### src/rtl/fetch_prefetch_buffer.sv
// Instruction fetch front end: in-order word requests to instruction memory with
// credit-based flow control, a PC-tagged prefetch FIFO, and redirect flush.
module fetch_prefetch_buffer #(
  parameter int unsigned DEPTH    = 4,
  parameter logic [31:0] RESET_PC = 32'h0000_0000
) (
  input  logic        clk,
  input  logic        rst,
  input  logic        redirect_valid,
  input  logic [31:0] redirect_pc,
  output logic        mem_req_valid,
  input  logic        mem_req_ready,
  output logic [31:0] mem_req_addr,
  input  logic        mem_rsp_valid,
  input  logic [31:0] mem_rsp_data,
  output logic        out_valid,
  input  logic        out_ready,
  output logic [31:0] out_instr,
  output logic [31:0] out_pc
);
  localparam int unsigned AW = $clog2(DEPTH);
  localparam int unsigned CW = AW + 1;

  logic [31:0]   instr_q [DEPTH];
  logic [31:0]   pc_q    [DEPTH];
  logic [AW-1:0] wr_ptr, rd_ptr;
  logic [CW-1:0] count, inflight, stale, inflight_nxt;
  logic [31:0]   fetch_pc, rsp_pc, redirect_base;
  logic [CW:0]   credits_used;
  logic          req_fire, pop, push, rsp_stale;
  logic          unused_redirect_bits;

  assign unused_redirect_bits = ^redirect_pc[1:0];
  assign redirect_base        = {redirect_pc[31:2], 2'b00};

  // Stale requests still hold credits until their responses drain.
  always_comb begin
    credits_used  = {1'b0, count} + {1'b0, inflight};
    mem_req_valid = !rst && !redirect_valid && (credits_used < (CW+1)'(DEPTH));
    mem_req_addr  = fetch_pc;
    req_fire      = mem_req_valid && mem_req_ready;
    out_valid     = (count != '0);
    pop           = out_valid && out_ready;
    rsp_stale     = (stale != '0);
    push          = mem_rsp_valid && !rsp_stale && !redirect_valid;
    inflight_nxt  = inflight + CW'(req_fire) - CW'(mem_rsp_valid);
    out_instr     = instr_q[rd_ptr];
    out_pc        = pc_q[rd_ptr];
  end

  always_ff @(posedge clk) begin
    if (rst) begin
      wr_ptr   <= '0;
      rd_ptr   <= '0;
      count    <= '0;
      inflight <= '0;
      stale    <= '0;
      fetch_pc <= RESET_PC;
      rsp_pc   <= RESET_PC;
    end else begin
      inflight <= inflight_nxt;
      if (redirect_valid) begin
        // Everything still outstanding after this edge belongs to the old stream.
        wr_ptr   <= '0;
        rd_ptr   <= '0;
        count    <= '0;
        stale    <= inflight_nxt;
        fetch_pc <= redirect_base;
        rsp_pc   <= redirect_base;
      end else begin
        if (req_fire)
          fetch_pc <= fetch_pc + 32'd4;
        if (mem_rsp_valid && rsp_stale)
          stale <= stale - CW'(1);
        if (push) begin
          wr_ptr <= wr_ptr + AW'(1);
          rsp_pc <= rsp_pc + 32'd4;
        end
        if (pop)
          rd_ptr <= rd_ptr + AW'(1);
        count <= count + CW'(push) - CW'(pop);
      end
    end
  end

  always_ff @(posedge clk) begin
    if (push && !rst) begin
      instr_q[wr_ptr] <= mem_rsp_data;
      pc_q[wr_ptr]    <= rsp_pc;
    end
  end
endmodule

### config.mk
export PLATFORM = sky130hd
export DESIGN_NAME = fetch_prefetch_buffer
export DESIGN_NICKNAME = d
export VERILOG_FILES = /design/src/rtl/fetch_prefetch_buffer.sv
export SDC_FILE = /design/constraint.sdc
export NUM_CORES = 1
export LEC_CHECK = 0
export ABC_CLOCK_PERIOD_IN_PS = 3100
export BUFFER_PORTS_ARGS = -buffer_cell sky130_fd_sc_hd__buf_2
export CAP_MARGIN = 20
export CORE_ASPECT_RATIO = 0.6
export CORE_MARGIN = 3
export CORE_UTILIZATION = 35
export CTS_BUF_LIST = sky130_fd_sc_hd__clkbuf_8
export CTS_CLUSTER_SIZE = 8
export DETAILED_ROUTE_END_ITERATION = 10
export SKIP_LAST_GASP = 1
export SYNTH_ARGS = -nofsm -noshare
export SYNTH_HDL_FRONTEND = slang
export SYNTH_SLANG_ARGS = --single-unit
### constraint.sdc
create_clock -name clk -period 3.1 [get_ports clk]
set_input_delay 0 -clock clk [delete_from_list [all_inputs] [get_ports clk]]
set_output_delay 0 -clock clk [all_outputs]
set_load 0.05 [all_outputs]
Word-level counts from Yosys, hierarchy flattened
Memory sizes are Yosys's and may differ from the RTL's. A register that Yosys moved wholly into a read port is not among the register bits. Cells that the tools add are included.

RAM bits: 256. Memories kept: 2. Output and inout port bits: 98. Input bits: 70. Register bits: 77.

Muxes and demuxes: 12. Add/subtract/negate cells: 10. $lt $le $gt $ge: 1. Reductions and logical operators: 17.

Memories: instr_q (words 4, width 32, read ports 1, clocked after memory_dff 1, write ports 1, RTL line 24) `logic [31:0] instr_q [DEPTH];`; pc_q (words 4, width 32, read ports 1, clocked after memory_dff 1, write ports 1, RTL line 25) `logic [31:0] pc_q [DEPTH];`.

Operators with widths (number): 2-to-1 mux 32 bit (4); adder 32 x 3 -> 32 bit, second input constant (2); logical AND 1 bit (8); 2-to-1 mux 2 bit (4); adder 3 x 1 -> 3 bit (2); 2-to-1 mux 3 bit (2); nonzero test 2 bit (3); nonzero test 3 bit (2); subtractor 3 x 1 -> 3 bit (2); adder 2 x 1 -> 2 bit, second input constant (2); adder 3 x 3 -> 4 bit (1); less-than comparator 4 x 3 -> 1 bit, second input constant (1); logical NOT 1 bit (3); subtractor 3 x 1 -> 3 bit, second input constant (1); 2-to-1 mux 1 bit (2); OR reduction 2 bit (1).

Logic depth before layout (Yosys ltp)
Depth after elaboration: 7. Gate-level depth with buffers: 15. Mapped depth without buffers: 13.

Worst setup path before layout
No wires, ideal clock.

Path kind: register to register. Start point: register stale[0]. End point: memory instr_q[0][0] (enable). Setup slack: -0.060 ns. Arrival time: 2.733 ns. Period minus slack after synthesis: 3.160 ns. Library setup time: 0.427 ns. Cell stages (with the launch flop): 7. Buffers on the path: 2. Data required time: 2.673 ns. Path through: dfxtp_1 -> inv_1 -> ha_1 -> and3b_1 -> clkbuf_1 -> buf_2 -> and3_1.

Word-level cells in the longest chain between the ends: 7.

Ends and longest elaborated chain: start, declared (RTL line 27) `logic [CW-1:0] count, inflight, stale, inflight_nxt;`; start signal, assigned (RTL line 67) `stale <= inflight_nxt;`; start signal, assigned (RTL line 74) `stale <= stale - CW'(1);`; nonzero test 3 bit (RTL line 44) `rsp_stale = (stale != '0);`; logical NOT 1 bit (RTL line 45) `push = mem_rsp_valid && !rsp_stale && !redirect_valid;`; logical AND 1 bit (2 in series) (RTL line 45); logical AND 1 bit (RTL line 87) `if (push && !rst) begin`; 2-to-1 mux 1 bit (RTL line 87); 2-to-1 mux 1 bit (implied by the code) (RTL line 88) `instr_q[wr_ptr] <= mem_rsp_data;`; end, declared (RTL line 24).

Every way passes these cells.

Final worst setup path
Start point: register stale[0]. End point: register rsp_pc[31].

Word-level cells in the longest chain between the ends: 5.

Ends and longest elaborated chain: nonzero test 3 bit (RTL line 44); logical NOT 1 bit (RTL line 45); logical AND 1 bit (2 in series) (RTL line 45); nonzero test 2 bit (no line); end signal, assigned (RTL line 69) `rsp_pc <= redirect_base;`; end signal, assigned (RTL line 77) `rsp_pc <= rsp_pc + 32'd4;`; end, declared (RTL line 28) `logic [31:0] fetch_pc, rsp_pc, redirect_base;`.

Every way passes these cells. A chain may end at the register's enable or synchronous reset.

==> reports/results.txt <==
The cell area that synthesis handed to floorplanning was 0.0132 mm2. The logs give 35.8% for the starting density of the core and 63 for the maximum number of pins on one net before global-route repair. For this design, the slowest cell found on the critical path is sky130_fd_sc_hd__nor4_4. In this run, the number of DRC markers left after iteration 0 of detailed routing was 597. The number of optimization iterations in the first detailed-route pass came out at 5. The run gives 23.4% as the met1 demand-to-capacity share in global routing. Largest driver fanout on the critical path: 9.

168 I/O pins were placed. The logs give 0 for the total count of max-transition violations in the final report and 0 for the initial antenna violation count. Setup repair after global routing left no endpoint under its margin.

Number of instances resized during post-cts repair: 0. The synthesized area per cell works out to 15.9 um2. The run finished with clean final reports. The prevailing post-synth register cell is sky130_fd_sc_hd__edfxtp_1. The source of the critical timing path is stale[0]$_SDFFE_PP0P_. The aggregate routed wire length came out at 31800 um.

TritonCTS built the clock tree. Buffers placed on the I/O ports in this run total 161. At the end of routability-driven placement, the weighted congestion stood at 0.801.

For this run, global-route usage on met2 was measured as 24.4%. Using the TritonRoute via totals, the vias-per-cell ratio works out to 4.96. The tree is rooted in a sky130_fd_sc_hd__clkbuf_8. The arrival time reported for the critical path endpoint was 3160 ps; the core outline area was 0.0368 mm2.

Across every metal layer, demand over resource in global routing totals 16.1%. The clock input transition at the sequential cells of the worst setup and hold paths was 70 ps; the total grt overflow was 0. The remaining antenna violation count was 0; the number of maximum-capacitance constraint violations was 0. For the count of warnings emitted by yosys, the log shows 0.

The final routed DRC violation total is 0, and the final setup skew is 27.1 ps. The later pin in the worst-skew pair is clocked with a latency of 590 ps. Setup violations remaining at the end of the flow were counted as 0.

The worst register-to-register path begins at stale[0]$_SDFFE_PP0P_. For the pin with the worst max-slew slack, the measured transition is 681 ps. The post-route netlist has 28.9% of its cells at a drive strength greater than 1. The cell count after synthesis was 831. Once layout is done, the placed cells without fillers occupy 0.0162 mm2.

The count of H-tree levels built during CTS was 2. The post-route clock period utilization was 86.7%; the number of distinct library cells after synthesis was 60. Power spread over the standard cell area amounts to 577 mW/mm2.

The synthesis-to-finish area growth was 23.2%; the count of standard-cell rows was 54. The worst setup path is launched from a flop. For the sequential cell area, the log shows 0.00895 mm2. At the worst endpoint, the required time is 3580 ps. The critical register-to-register path endpoint was rsp_pc[31]$_SDFFE_PP0P_. Counting flops with an async set or reset pin after synthesis yields a share of 0%. Biggest cell delay along the critical path: 620 ps. The setup slack of the most critical reg-to-reg path is 410 ps. The number of cells on the worst reg-to-reg path is 8.

Maximum ir drop on the vdd rail: 252 uV. In this run the horizontal extent of the chip is 256 um. For this run, the post-layout net count is 1174.

The tightest slew margin relative to the limit was 54.4%; the number of buffers inserted during clock tree synthesis was 51. The peak-usage layer in the global routing report was met2. For this run, global-route usage on met3 was measured as 3.98%.

The library cells used most frequently in the layout, excluding fill and tap cells, are sky130_fd_sc_hd__edfxtp_1, sky130_fd_sc_hd__buf_2, sky130_fd_sc_hd__dfxtp_1. The run gives 323 as the number of sinks handled by clock tree synthesis. The kind of cell with the highest combined delay on the critical path was simple AND/OR/NAND/NOR gates. Traced cell by cell, the critical path runs through inv_1, ha_1, nand3b_2, nor4_4, nand4_1, xnor2_1, a22o_1, dlygate4sd3_1.

The synthesized design contains 323 register bits. The fill cell instance count of the final layout is 3312, and the average wire per standard cell is 19.5 um. The area of the multi-input gates was 0.00392 mm2. Detailed placement ended at an HPWL of 20200 um. The most common cell after layout, fill and taps aside was sky130_fd_sc_hd__edfxtp_1. The final sum of negative setup slack was 0 ps. The most critical setup path has its endpoint at rsp_pc[31]$_SDFFE_PP0P_. Summing all placed instances gives a cell area of 0.0147 mm2. Static timing analysis puts the maximum clock frequency at 372 MHz. Global-route wire length before repair: 49600 um. The run gives 0 as the number of endpoints with negative hold slack in the final report.

The worst setup path is captured at a flop. The chip height was 156 um; the number of enable flip-flop cells after synthesis was 248. The critical path crosses 8 cells after its start point.

No sink is reached through more buffers than the 3 on the longest clock path. For the sequential-to-total area share from yosys stat, the log shows 67.9%. The analysis attributes to cell leakage a power of 5.75 nW.

The worst path in the final design needs a cycle of 2690 ps, including I/O delays and setup. The sum of buffers and inverters on the critical path was 2; the number of antenna diodes was 0. The die covers 0.0401 mm2. The type of the setup path with the least slack is reg -> reg. For this block, the via count after detailed routing is 8078. The via count of the first global-routing pass was 8294.

In this run the worst hold path is classified as in -> reg.
state kept, by name, summed over array words and instances (netlist names), named ones only:
name,flops
instr_q,128
pc_q,120
mem_req_addr,30
rsp_pc,30
count,3
inflight,3
stale,3
rd_ptr,2
wr_ptr,2
what timing repair did:
item	in CTS	in global routing
endpoints found under the setup margin	0	0
hold buffers	67	0
hold endpoints to repair	197	0
setup buffers	0	0
area by class of cell:
class                   count  area share [%]
clock inverters            32           0.809
multi-input cells         433            24.2
well taps                 504            3.89
clock buffers              56            4.75
flip-flops and latches    323            55.2
inverters                  34           0.786
repair buffers            245            10.4
tightest hold or removal path, delay by kind of cell:
| kind | cells | cell delay, ps |
|---|---|---|
| and+or+nand+nor | 1 | 150 |
| buffers and inverters | 3 | 360 |
| AOI/OAI and AO/OA | 1 | 110 |
kinds of logic after synthesis:
logic type / after synthesis / synth area share [%]
xor gates and xnor gates: 50 / 3.32
muxes: 64 / 10.8
buffers and inverters: 78 / 2.54
AOI/OAI and AO/OA: 102 / 5.12
and+or+nand+nor: 197 / 8.69
other: 1 / 0.0285
DFF: 323 / 67.9
adders and majority gates: 16 / 1.63
report_power, final:
group | internal [mW] | total (mW) | leakage, nW | switching (mW)
logic | 0.400 | 1.14 | 2.34 | 0.736
clock network | 1.64 | 3.27 | 0.542 | 1.62
registers | 4.82 | 4.97 | 2.88 | 0.147
per-layer routing:
layer | part of all wire [%] | vias up
met2 | 44 | 247
met3 | 6.9 | 37
met4 | 1.5 | 0
met5 | 0 | -
li1 | - | 3732
met1 | 48 | 4062
through the flow:
step | hold slack (ps) | power, mW | util, % | cells | setup slack, ps
global route | 110 | 9.85 | 44.2 | 1627 | 212
floorplan | 98.9 | 5.80 | - | 834 | 334
finish | 88.6 | 9.37 | 44.2 | 1627 | 411
global placement | 219 | 6.12 | 39.9 | 1472 | 443
CTS | 49.0 | 9.53 | 44.2 | 1627 | 400
detailed placement | 216 | 6.14 | 39.9 | 1472 | 432
synthesized netlist by cell type (3+ instances only):
cell type	count	area, um2
sky130_fd_sc_hd__edfxtp_1	248	7450
sky130_fd_sc_hd__dfxtp_1	75	1500
sky130_fd_sc_hd__mux4_2	62	1400
sky130_fd_sc_hd__nand2_1	43	161
sky130_fd_sc_hd__inv_1	33	124
sky130_fd_sc_hd__nor2_1	32	120
sky130_fd_sc_hd__nand3_1	28	140
sky130_fd_sc_hd__a21oi_1	27	135
sky130_fd_sc_hd__nand4_1	25	156
sky130_fd_sc_hd__xnor2_1	25	219
sky130_fd_sc_hd__xor2_1	25	219
sky130_fd_sc_hd__clkbuf_1	23	86.3
sky130_fd_sc_hd__a21boi_0	20	150
sky130_fd_sc_hd__ha_1	14	175
sky130_fd_sc_hd__a31oi_1	13	81.3
sky130_fd_sc_hd__buf_2	12	60.1
sky130_fd_sc_hd__nor3_1	12	60.1
sky130_fd_sc_hd__and2_1	10	62.6
sky130_fd_sc_hd__and3_1	9	56.3
sky130_fd_sc_hd__o21ai_0	8	40.0
sky130_fd_sc_hd__a211oi_1	7	52.6
sky130_fd_sc_hd__o21a_1	6	45.0
sky130_fd_sc_hd__buf_4	5	37.5
sky130_fd_sc_hd__nor4_1	5	31.3
sky130_fd_sc_hd__o211ai_1	5	37.5
sky130_fd_sc_hd__and4_1	4	35.0
sky130_fd_sc_hd__nor4_4	4	85.1
sky130_fd_sc_hd__buf_1	3	11.3
sky130_fd_sc_hd__nor2b_1	3	18.8
sky130_fd_sc_hd__or3_1	3	18.8
sky130_fd_sc_hd__or4_1	3	22.5
how the worst min path moves through the flow:
stage	from	end	slack, ps	depth (start not counted)
after global placement	mem_rsp_data[0]	instr_q[3][0]$_DFFE_PP_	220	1
after floorplan	mem_rsp_data[0]	instr_q[0][0]$_DFFE_PP_	100	0
after detailed placement	mem_rsp_data[21]	instr_q[2][21]$_DFFE_PP_	220	1
final	mem_req_ready	mem_req_addr[31]$_SDFFE_PP0P_	90	5
after CTS	mem_req_ready	mem_req_addr[31]$_SDFFE_PP0P_	50	5
after global routing	mem_req_ready	mem_req_addr[31]$_SDFFE_PP0P_	110	5
Power figures use the tool's default switching activity.
